--- src/rtl/if_fetch_if.sv ---
// Instruction-memory port between the fetch stage (master) and instruction memory (slave).
// req/addr are held stable from the rising edge of req until the cycle rdy is high.
interface if_fetch_if;
  logic        req;
  logic [31:0] addr;
  logic        rdy;
  logic [31:0] data;

  modport master (output req, output addr, input rdy, input data);
  modport slave  (input req, input addr, output rdy, output data);
endinterface

--- src/rtl/if_fetch.sv ---
// Instruction-fetch stage: owns the PC, runs the imem req/rdy handshake and selects next PC
// among sequential, branch, interrupt vector and EPC return; emits NOP bubbles when idle.
module if_fetch #(
  parameter logic [31:0] RESET_PC = 32'h0000_0000,
  parameter logic [31:0] INTR_VEC = 32'h0000_0008,
  parameter logic [31:0] NOP_INST = 32'h0000_0000
) (
  input  logic        clk,
  input  logic        clr,
  input  logic        stall,
  input  logic        pcsrc,
  input  logic [31:0] bpc,
  input  logic        intr,
  input  logic        eret,
  input  logic [31:0] epc,
  if_fetch_if.master  imem,
  output logic [31:0] if_pc,
  output logic [31:0] if_pc4,
  output logic [31:0] if_inst,
  output logic        if_valid
);

  typedef enum logic [1:0] {StIdle, StFetch, StHold, StDrain} state_e;

  state_e      state_q, state_d;
  logic [31:0] pc_q, pc_d;
  logic [31:0] hold_inst_q, hold_inst_d;
  logic [31:0] drain_addr_q, drain_addr_d;
  logic        redirect;
  logic [31:0] target;
  logic [31:0] pc_inc;

  assign redirect = intr | eret | pcsrc;
  assign target   = intr ? INTR_VEC : (eret ? epc : bpc);
  assign pc_inc   = pc_q + 32'd4;

  always_comb begin
    state_d      = state_q;
    pc_d         = pc_q;
    hold_inst_d  = hold_inst_q;
    drain_addr_d = drain_addr_q;
    case (state_q)
      StIdle: state_d = StFetch;
      StFetch: begin
        if (imem.rdy) begin
          if (redirect) begin
            pc_d = target;
          end else if (stall) begin
            hold_inst_d = imem.data;
            state_d     = StHold;
          end else begin
            pc_d = pc_inc;
          end
        end else if (redirect) begin
          // Request already issued: keep its address on the bus until memory answers.
          pc_d         = target;
          drain_addr_d = pc_q;
          state_d      = StDrain;
        end
      end
      StHold: begin
        if (redirect) begin
          pc_d    = target;
          state_d = StFetch;
        end else if (!stall) begin
          pc_d    = pc_inc;
          state_d = StFetch;
        end
      end
      StDrain: begin
        if (redirect) pc_d = target;
        if (imem.rdy) state_d = StFetch;
      end
      default: state_d = StIdle;
    endcase
  end

  always_ff @(posedge clk) begin
    if (clr) begin
      state_q      <= StIdle;
      pc_q         <= RESET_PC;
      hold_inst_q  <= NOP_INST;
      drain_addr_q <= RESET_PC;
    end else begin
      state_q      <= state_d;
      pc_q         <= pc_d;
      hold_inst_q  <= hold_inst_d;
      drain_addr_q <= drain_addr_d;
    end
  end

  assign imem.req  = (state_q == StFetch) || (state_q == StDrain);
  assign imem.addr = (state_q == StDrain) ? drain_addr_q : pc_q;
  assign if_pc     = pc_q;
  assign if_pc4    = pc_inc;

  always_comb begin
    if_valid = 1'b0;
    if_inst  = NOP_INST;
    if (!redirect) begin
      if (state_q == StFetch && imem.rdy) begin
        if_valid = 1'b1;
        if_inst  = imem.data;
      end else if (state_q == StHold) begin
        if_valid = 1'b1;
        if_inst  = hold_inst_q;
      end
    end
  end

endmodule

--- src/flat_wrapper.sv ---
// flat-port wrapper written by rule: the top's interface ports become plain ports
module if_fetch_flat 
#(
  parameter logic [31:0] RESET_PC = 32'h0000_0000,
  parameter logic [31:0] INTR_VEC = 32'h0000_0008,
  parameter logic [31:0] NOP_INST = 32'h0000_0000
)
  (clk, clr, stall, pcsrc, bpc, intr, eret, epc, if_pc, if_pc4, if_inst, if_valid, imem_req, imem_addr, imem_rdy, imem_data);
  if_fetch_if imem_i ();
  input  logic clk;
  input  logic clr;
  input  logic stall;
  input  logic pcsrc;
  input  logic [31:0] bpc;
  input  logic intr;
  input  logic eret;
  input  logic [31:0] epc;
  output logic [31:0] if_pc;
  output logic [31:0] if_pc4;
  output logic [31:0] if_inst;
  output logic if_valid;
  output wire logic [$bits(imem_i.req)-1:0] imem_req;
  output wire logic [$bits(imem_i.addr)-1:0] imem_addr;
  input wire logic [$bits(imem_i.rdy)-1:0] imem_rdy;
  input wire logic [$bits(imem_i.data)-1:0] imem_data;
  assign imem_req = imem_i.req;
  assign imem_addr = imem_i.addr;
  assign imem_i.rdy = imem_rdy;
  assign imem_i.data = imem_data;
  if_fetch #(.RESET_PC(RESET_PC), .INTR_VEC(INTR_VEC), .NOP_INST(NOP_INST)) u_core (.clk(clk), .clr(clr), .stall(stall), .pcsrc(pcsrc), .bpc(bpc), .intr(intr), .eret(eret), .epc(epc), .imem(imem_i), .if_pc(if_pc), .if_pc4(if_pc4), .if_inst(if_inst), .if_valid(if_valid));
endmodule
--- config.mk ---
export PLATFORM = sky130hd
export DESIGN_NAME = if_fetch_flat
export DESIGN_NICKNAME = d
export VERILOG_FILES = /design/src/rtl/if_fetch_if.sv /design/src/rtl/if_fetch.sv /design/src/flat_wrapper.sv
export SDC_FILE = /design/constraint.sdc
export NUM_CORES = 1
export LEC_CHECK = 0
export ABC_CLOCK_PERIOD_IN_PS = 2100
export BUFFER_PORTS_ARGS = -buffer_cell sky130_fd_sc_hd__buf_2
export CAP_MARGIN = 10
export CORE_MARGIN = 3
export CORE_UTILIZATION = 45
export DETAILED_ROUTE_END_ITERATION = 10
export PLACE_DENSITY = 0.78
export RECOVER_POWER = 50
export SKIP_LAST_GASP = 1
export SLEW_MARGIN = 10
export SYNTH_ARGS = -nofsm -noshare
export SYNTH_HDL_FRONTEND = slang
export SYNTH_SLANG_ARGS = --single-unit
--- constraint.sdc ---
create_clock -name clk -period 2.1 [get_ports clk]
set_input_delay 0.42 -clock clk [delete_from_list [all_inputs] [get_ports clk]]
set_output_delay 0.42 -clock clk [all_outputs]
set_load 0.01 [all_outputs]
# == After elaboration in Yosys (flattened, before gate mapping) ==
# Cells that the tools add are included.
# totals
register_bits,98
inputBits,103
output_inout_bits,130
wordCells,46
# op_classes
addsub,1
eq_ne,8
mux,22
bitwise,4
reduce_logical,7
# ops
op,count
$mux 32,10
$pmux 32 s3,1
$add 32x3->32 const B,1
$mux 2,7
$ne 3x2->1 const B,3
$pmux 2 s4,1
$reduce_and 5->1,1
$eq 2x2->1 const B,2
$reduce_and 4->1,1
$mux 1,3
$ne 3x3->1 const B,1
$reduce_and 3->1,1
$reduce_bool 3->1,1
$eq 2x1->1 const B,1
$logic_not 2->1,1
$ne 2x2->1 const B,1
$not 1->1,2
$or 1x1->1,2
$logic_and 1x1->1,1
$logic_or 1x1->1,1

# == Longest topological paths before layout ==
# Gate-level depths: netlist of run 1.
# logic_depth
word_depth,5
ltp_mapped,8
mapped_depth_nobuf,6

# == Worst setup path before layout of run 1 ==
# OpenSTA, ideal clock, no wires.
# synth_path
path_kind,register to output
startpoint,"register u_core.pc_q[11], in the netlist u_core.if_pc[11]"
endpoint,output if_pc4[31]
arrival_time_ps,1905
t_required_ps,1680
setup_slack_ps,-225
stages_incl_launch_ff,8
n_path_buf,2
path_cell_list,dfxtp_1 > buf_2 > nand4_1 > nor4_2 > and2_0 > clkbuf_1 > nand4_1 > xnor2_1
# synth_via
elab_chain_cells,1
# synth_lines
element,line,text
start: declaration,if_fetch.sv:26,"logic [31:0] pc_q, pc_d;"
start signal: assignment,if_fetch.sv:86,pc_q <= pc_d;
$add 32x3->32,if_fetch.sv:35,assign pc_inc = pc_q + 32'd4;
end: declaration,flat_wrapper.sv:19,output logic [31:0] if_pc4;
# No other way between the ends.

# == Final worst setup path of run 1 ==
# layout_path
startpoint,"register u_core.pc_q[3], in the netlist u_core.if_pc[3]"
endpoint,output if_pc4[18]
# The elaborated chain is that of the path after synthesis.

==> results of run 1 <==
-- cell usage after synthesis, types with 3 or more instances --
cell and instances:
sky130_fd_sc_hd__or2_2 4, sky130_fd_sc_hd__nand3_1 15, sky130_fd_sc_hd__xnor2_1 19, sky130_fd_sc_hd__buf_2 15, sky130_fd_sc_hd__nor2_1 80, sky130_fd_sc_hd__inv_1 11, sky130_fd_sc_hd__buf_4 4, sky130_fd_sc_hd__mux2_2 37
sky130_fd_sc_hd__o21ai_0 21, sky130_fd_sc_hd__buf_1 4, sky130_fd_sc_hd__a31oi_1 8, sky130_fd_sc_hd__nor3_1 14, sky130_fd_sc_hd__nand2_1 158, sky130_fd_sc_hd__dfxtp_1 98, sky130_fd_sc_hd__xor2_1 14, sky130_fd_sc_hd__clkbuf_1 65
sky130_fd_sc_hd__clkbuf_2 3, sky130_fd_sc_hd__mux2i_1 11, sky130_fd_sc_hd__nand2b_1 3, sky130_fd_sc_hd__a221oi_1 10, sky130_fd_sc_hd__a311oi_1 5, sky130_fd_sc_hd__nand4_1 11, sky130_fd_sc_hd__a22oi_1 47, sky130_fd_sc_hd__o22ai_1 9
sky130_fd_sc_hd__a211oi_1 6, sky130_fd_sc_hd__and3_1 9, sky130_fd_sc_hd__or3_1 5, sky130_fd_sc_hd__a21oi_1 91
-- worst min-delay path: stages --
cell and delay (ns):
sky130_fd_sc_hd__buf_2 0.10, sky130_fd_sc_hd__nand2_1 0.05, sky130_fd_sc_hd__a21oi_1 0.05
-- flip-flops by register name, summed over array words and instances (netlist names) --
register	cells
u_core.drain_addr_q	32
u_core.hold_inst_q	32
u_core.if_pc	32
u_core.state_q	2
-- cell type report --
type,count,area share (%)
flip-flops and latches,98,22.3
multi-input cells,629,44.8
diodes,1,0.0282
repair buffers,368,26.8
clock buffers,10,2.69
well taps,172,2.42
clock inverters,6,0.465
inverters,11,0.465
-- repair_timing --
item,in CTS,in global routing
gates resized for setup,38,37
buffers inserted,15,17
pin swaps,14,26
endpoints found under the setup margin,91,92
cloned,0,2
-- worst paths after layout --
path,startpoint,endpoint,slack (ns)
setup / recovery,u_core.if_pc[3],if_pc4[18],-0.42
hold / removal,imem_data[14],u_core.hold_inst_q[14],0.30
setup reg to reg,u_core.if_pc[3],u_core.if_pc[8],-0.02
hold reg to reg,u_core.drain_addr_q[24],u_core.drain_addr_q[24],0.45
-- power by group through the flow --
| stage | Clock, uW | Sequential [uW] | Combinational, uW |
|---|---|---|---|
| 5_1_grt | 1690 | 1950 | 1020 |
| 2_1_floorplan | 0 | 1980 | 457 |
| 3_5_place_dp | 0 | 1980 | 882 |
| 6_report | 1590 | 1940 | 957 |
| 4_1_cts | 1600 | 1940 | 907 |
| 3_3_place_gp | 0 | 1980 | 877 |
-- metal layers --
layer,track usage (%),wire (um),up-vias
met3,4.06,2010,79
met2,45.9,11200,416
li1,-,-,3499
met4,12.1,860,0
met5,0,0,-
met1,36.3,9050,3457
-- cell families after synthesis --
logic type               after synthesis
XOR/XNOR                              33
AO/OA/AOI/OAI                        225
multiplexers                          48
adder cells (fa/ha/maj)                1
flip-flops                            98
buffers and inverters                102
AND/OR/NAND/NOR                      322
-- through the flow --
| step | area [sq um] | instances | setup slack (ns) | TNS, ns |
|---|---|---|---|---|
| after floorplan | 6160 | 829 | -0.0235 | -0.520 |
| final | 8880 | 1295 | -0.419 | -6.29 |
| after global routing | 8880 | 1295 | -0.474 | -9.04 |
| after CTS | 8610 | 1279 | -0.370 | -5.35 |
| after global placement | 8070 | 1248 | -0.0211 | -0.0530 |
| after detailed placement | 8070 | 1248 | -0.0717 | -0.543 |
==> results.txt, run 1 <==
The adder-cell share of the synthesized area came out at 0.205%. The tool flagged a number of max-cap violations equal to 0. Yosys mapped a number of flops with a built-in enable equal to 0. Summed over all nets, the half-perimeter wirelength after detailed placement is 15500 um. By area, the combinational part of the netlist is dominated by simple AND/OR/NAND/NOR gates.

The sequential element share of the synthesized area came out at 32.2%. The worst-path maximum fanout came out at 4. The total vias in the final route came out at approximately 7500.

The count of pins over their slew limit came out at 0. The pin count of the biggest net entering global routing came out at 85. Counting buffers and inverters, the worst setup path is 8 cells deep.

The worst-case hold slack came out at between 0.3 and 0.4 ns. The floorplan step set the die height to roughly 120 um. The total of warnings raised by yosys came out at 0.

The area inside the core boundary is roughly 13000 sq um. For this design, the slowest cell found on the critical path is sky130_fd_sc_hd__or3_4. The iteration count of the initial detailed-routing pass is 5. The multiplexer area fraction after synthesis is 8.64%. The worst setup path is launched from a flop. The number of failing setup endpoints in the final timing report came out at 26. The time the worst path needs with I/O delays and setup is ~2.5 ns. The die is 122 um wide.

The checks that failed: negative setup slack. The layout overhead on the synthesized area is 45.6%. The worst stage delay on the critical path came out at around 0.4 ns. The maximum vdd drop came out at 0.431 mV. The multi-input combinational cell area came out at 3980 sq um. The async set or reset register ratio after synthesis is 0%. The final critical-path setup slack is -0.419 ns.

The clock tree synthesis step divided the H-tree into 3 levels. The internal power came out at between 3000 and 4000 uW. The total power density per cell area is around 510 nW/um^2. By instance count, the cell type seen most on the critical path is sky130_fd_sc_hd__buf_6.

The routed via count divided by cell count came out at 5.75. The cell count after synthesis came out at just over 800. The initial utilization of the core area, before any placement, comes to around 47%. The number of nets at the end of the flow is ~1200. The critical path is of the reg -> out type.

The number of sinks on the clock net is 98. The achievable clock frequency is just under 400 MHz. The number of top-level pins came out at between 200 and 250.

The aggregate global routing overflow is 0. sky130_fd_sc_hd__dfxtp_1 takes more of the synthesized area than any other cell. Leaving out fill and tap cells, the most frequent cell in the layout is sky130_fd_sc_hd__buf_2. The floorplan step defined a die boundary enclosing 15000 sq um. The routed length per placed instance is approximately 18 um.

The net switching power figure came out at 1330 uW. The share of the synthesized area in the top cell type is about a third. Across the routed clock network, the largest skew measured is 0.00521 ns. The number of buffers added on ports is 232. The remaining antenna violation count came out at 0.

The clock latency reported for the late side of the worst-skew pair is approximately 0.35 ns. The share of total power in combinational logic is 21.3%. The final layout contains routed wiring with a total length of roughly 23000 um. The number of stages on the worst hold path is 3. The final core area utilization is ~70%. For the worst setup path, the data arrival time is 2.10 ns. Setup repair after global routing could not meet its margin everywhere. The synthesized-area fraction occupied by xor and xnor cells came out at under 10%.

The simple logic cell fraction of the synthesized area came out at 23.9%. The post-synthesis cell type count came out at 68. The congestion estimate from routability-driven global placement came to around 0.94. The overall fraction of global-route tracks in use is between 20% and 30%. The longest clock path from root to sink contains 2 buffers. The number of design rule violations left after detail routing came out at 0. The total nets after synthesis came out at 933. At the pin with the least slew margin, the transition time is roughly 0.63 ns. Cells with a size suffix above 1 make up about 43% of the layout. The hold-fix buffer count after cts came out at 0. Clock-pin slew was measured on the worst setup and hold paths at 0.07 ns. The total power of the final layout is around 4500 uW. The number of antenna violations at the first check in global routing is 1. Counting cells, the worst reg-to-reg path comes to 11.

Broken down by cell family, the worst path's largest delay share belongs to simple AND/OR/NAND/NOR gates. Sorting the synthesized cells by area gives the leading types as sky130_fd_sc_hd__dfxtp_1 (32%), sky130_fd_sc_hd__nand2_1 (9.7%), sky130_fd_sc_hd__a21oi_1 (7.5%). The sequential fraction of design power came out at between 40% and 50%. The total of fill cells in the finished design is 1091. The final hold violation count was 0. The most used flip-flop cell after synthesis is sky130_fd_sc_hd__dfxtp_1. The clock network burns 35.4% of the power. The library cells used most frequently in the layout, excluding fill and tap cells, are sky130_fd_sc_hd__buf_2 (227), sky130_fd_sc_hd__nand2_1 (154), sky130_fd_sc_hd__buf_4 (105), sky130_fd_sc_hd__a21oi_1 (91), sky130_fd_sc_hd__dfxtp_1 (85). The critical path required time came out at 1.68 ns.

The worst-case headroom to the max-slew limit is slightly below 60%. The fraction of the cycle the final worst path needs is 120%. The flow ran to the end, but the final reports show violations. The signal on the critical path passes through buf_6, ha_4, nand4_4, buf_6, or3_4, nor2_4, xor2_2, buf_2.

The number of cell rows came out at a little over 40. In this run the cell area of the synthesized design comes to ~6100 sq um. The number of buffers created by CTS came out at 9.

The number of violations reported at the end of detailed-routing iteration 0 is 730. The number of global-route vias before repair is 6632. The register area came out at about 2000 sq um.

TritonCTS built the clock tree. The buffering stage count on the worst path with inverters included is 3. The first global-routing pass estimated about 33000 um of wire.

The worst setup path is captured at a primary output. The cell sitting at the root of the clock tree is a sky130_fd_sc_hd__clkbuf_16. Summed over all cells, the static leakage comes to about 0.004 uW. The proportion of total power due to net switching came out at a little under 30%. The worst hold path class is in -> reg. Summing the areas of all compound-gate instances in the mapped netlist gives roughly a quarter of the synthesized area. The average cell area after synthesis is 7.36 sq um. The number of synthesized register bits is 98.
No activity file was read; power rests on OpenSTA's default activity.
==> run 2, diff against run 1 <==
==> constraint.sdc (replaced) <==
create_clock -name clk -period 2.1 [get_ports clk]
set_input_delay 0.42 -clock clk [delete_from_list [all_inputs] [get_ports clk]]
set_output_delay 0.42 -clock clk [all_outputs]
set_load 0.05 [all_outputs]
==> run 2 against run 1 <==
The flow still finishes with violations (negative setup slack). Highest routed layer unchanged. First-iteration DRC count rose by 49%. Critical endpoint is now if_pc4[16]. Combinational power rose by 54%. Flip-flop and latch count unchanged. Routed wire length up 26%. Non-clock buffer count up 29. Sequential power about the same. Via count is 10% higher. Largest power group unchanged. Design area up 19%. Utilization rose by 13 points. Clock skew up 0.0061 ns. Power up 12%.
==> results.txt, run 2 (synthesized netlist as in run 1, its figures left out) <==
The flow ran to the end, but the final reports show violations. The final reports fail on negative setup slack. The critical path required time is 1.68 ns (about the same). The top cell types in the final layout, fill and taps aside, are sky130_fd_sc_hd__nand2_1 (152), sky130_fd_sc_hd__buf_2 (130), sky130_fd_sc_hd__buf_4 (128), sky130_fd_sc_hd__a21oi_1 (91), sky130_fd_sc_hd__dfxtp_1 (70). The flop-to-flop setup slack is -0.36 ns (-0.34 ns).

The final hold violation count came to 0 (unchanged). The placed instance area is 8930 sq um (+11%). The met3 global-route usage is 6.36% (+2.3 points). The startpoint identified for the worst register-to-register timing path is u_core.state_q[0]. The number of cell rows is 41 (unchanged). STA classifies the critical path startpoint as a flop. The number of failing setup endpoints in the final timing report is 86 (+230%). The clock latency reported for the late side of the worst-skew pair is 0.36 ns (about the same). The worst setup path category is reg -> out. The height of the chip came to 122 um (unchanged). The number of sinks on the clock net was 98 (unchanged).

The hold-fix buffer count after cts is 0 (unchanged). The total die area is 15000 sq um (unchanged). The CTS tree is yes. The maximum vdd drop is 0.508 mV (+18%). The most frequent cell on the critical path is sky130_fd_sc_hd__buf_6. The worst-path maximum fanout is 4 (unchanged). The global-route track usage on met2 came out at 55.0% (+9.0 points). The diode insertion count for antenna repair came out at 0 (-1). The setup clock skew after layout came out at 0.0113 ns (+0.00613 ns). The ratio of cells with drive above 1 in the final layout is 50.9% (+8.1 points).

Relative to the synthesized area, the layout overhead comes to 73.6%. The area inside the core boundary is 12900 sq um (unchanged). The final core area utilization is 81.9% (+13 points). The arrival time at the worst endpoint is 2.11 ns (about the same). Tracing the worst setup path back leads to its startpoint at u_core.if_pc[3]. The count of pins over their slew limit is 0 (unchanged). The clock-pin slew on the worst setup and hold paths came out at 0.07 ns (about the same). The number of buffers created by CTS is 9 (unchanged). The final non-filler cell total came to 1323 (+2.2%). The count of maximum capacitance violations is 0 (unchanged). The number of nets at the end of the flow came out at 1250 (+2.4%). The pin count of the biggest net entering global routing came out at 35 (-59%).

The aggregate global routing overflow is 0 (unchanged). The worst register-to-register path ends at u_core.if_pc[30]. In this run the worst setup path terminates at if_pc4[16].

The number of buffers added on ports came out at 232 (unchanged). The met1 routing resource usage after global routing came out at 40.0% (+3.7 points). The maximum count of clock buffers along a single path was 2 (unchanged). The number of top-level pins is 233 (unchanged). The number of violations reported at the end of detailed-routing iteration 0 is 1086 (+49%). The actual slew at the worst max-slew pin came to 0.862 ns (+0.231 ns). The worst-case reg-to-reg path depth came out at 7 (-4). The time the worst path needs with I/O delays and setup is 2.53 ns (+0.0125 ns). The total vias in the final route is 8223 (+10%). The die span in x came out at 122 um (unchanged). Leaving out fill and tap cells, the most frequent cell in the layout is sky130_fd_sc_hd__nand2_1. The worst-case headroom to the max-slew limit is 42.5% (-15 points). The layer carrying the most global-route usage is met2. The maximum level of the CTS H-tree came out at 3 (unchanged). The worst hold path belongs to the class in -> reg. The remaining antenna violation count is 0 (unchanged). The HPWL reported at the end of detailed placement came out at 16700 um (+7.6%). The achievable clock frequency came to 395 MHz (-0.49%). The number of global-route vias before repair is 7380 (+11%). Setup repair after global routing could not meet its margin everywhere. The final setup TNS is -11.10 ns (-4.81 ns).

Walking the worst path, the cells encountered are buf_6, buf_6, ha_4, nand4_4, buf_6, nor3_4, and3_4, xor2_4, buf_8. The number of design rule violations left after detail routing is 0 (unchanged). The total length of routed wires came out at 29200 um (+26%).

The reported leakage power came out at 0.00438 uW (+8.2%). The first-pass GRT wire length is 38400 um (+16%). The number of antenna violations at the first check in global routing came out at 0 (-1). The slowest stage of the critical path is the sky130_fd_sc_hd__dfxtp_4 cell.

The worst stage delay on the critical path is 0.35 ns (-0.06 ns). The total power density per cell area came out at 475 nW/um^2 (-6.0%). The final critical-path setup slack is -0.431 ns (-0.0125 ns). The routed via count divided by cell count came out at 6.22 (+8.0%).

The overall fraction of global-route tracks in use was 32.4% (+4.5 points). The final instance area came out at 10600 sq um (+19%). The starting density of the core came out at 47.2% (unchanged). The fraction of the cycle the final worst path needs is 121% (+0.59 points). The worst setup path is captured at a primary output. The routed length per placed instance came out at 22.1 um (+23%). The worst setup slack after placement came to -0.217 ns (-0.145 ns). The total of fill cells in the finished design came out at 762 (-30%). The cell chosen for the clock root is sky130_fd_sc_hd__clkbuf_16.

The number of placed instances, taps included came out at 1263 (+1.2%). The iteration count of the initial detailed-routing pass came out at 7 (+2). The final weighted congestion of routability-driven global placement came out at 0.920 (-2.2%).
## run 2: cell count changes in the layout (fill, tap and decap cells not counted), sizes merged
| cell | previous run | this run |
|---|---|---|
| diode | 1 | 0 |
| clkinv | 2 | 1 |
| clkinvlp | 3 | 0 |
| clkbuf | 21 | 54 |
## run 2: report_power, final
group	internal [uW]	switching (uW)	leakage [uW]
Combinational	532	938	0.00343
Clock	871	751	0.000137
Sequential	1890	50.3	0.000813
Total	3290	1740	0.00438
## run 2: worst min path at each step
stage                             end  cells past startpoint                    from
3_5_place_dp   u_core.drain_addr_q[3]                      2  u_core.drain_addr_q[3]
4_1_cts         u_core.hold_inst_q[0]                      3            imem_data[0]
5_1_grt         u_core.hold_inst_q[0]                      3            imem_data[0]
2_1_floorplan  u_core.drain_addr_q[0]                      2  u_core.drain_addr_q[0]
6_report        u_core.hold_inst_q[0]                      3            imem_data[0]
3_3_place_gp   u_core.drain_addr_q[0]                      2  u_core.drain_addr_q[0]
## run 2: per-layer routing
| layer | vias up | share of wire, % |
|---|---|---|
| li1 | 3550 | - |
| met1 | 3867 | 36 |
| met2 | 640 | 48 |
| met3 | 166 | 11 |
| met4 | 0 | 5.5 |
| met5 | - | 0 |
## run 2: worst max-delay path, delay by kind of cell, from the launching register on
family,cells,cell delay (ns)
buf+inv,4,0.53
simple gates,3,0.57
fa+ha+maj,1,0.14
flops,1,0.35
xor+xnor,1,0.16
## run 2: what timing repair did
| item | in CTS | in global routing |
|---|---|---|
| cloned | 2 | 7 |
| resized for setup | 147 | 125 |
| setup buffers | 19 | 19 |
| pin swaps | 22 | 49 |
| endpoints found under the setup margin | 71 | 92 |
## run 2: final cells by class
cell class                 instances  area (sq um)  area share, %
clock buffer                      14           264           2.49
timing repair buffer             397          3210           30.3
inverter                          11          41.3          0.390
multi-input combinational        629          4790           45.3
sequential                        98          2060           19.4
tap                              172           215           2.03
clock inverter                     2          11.3          0.106
## run 2: metrics by stage
step	power (uW)	hold slack, ns
finish	5030	0.315
global route	5150	0.325
CTS	4860	0.319
detailed placement	3210	0.444
global placement	3200	0.440
floorplan	2800	0.434
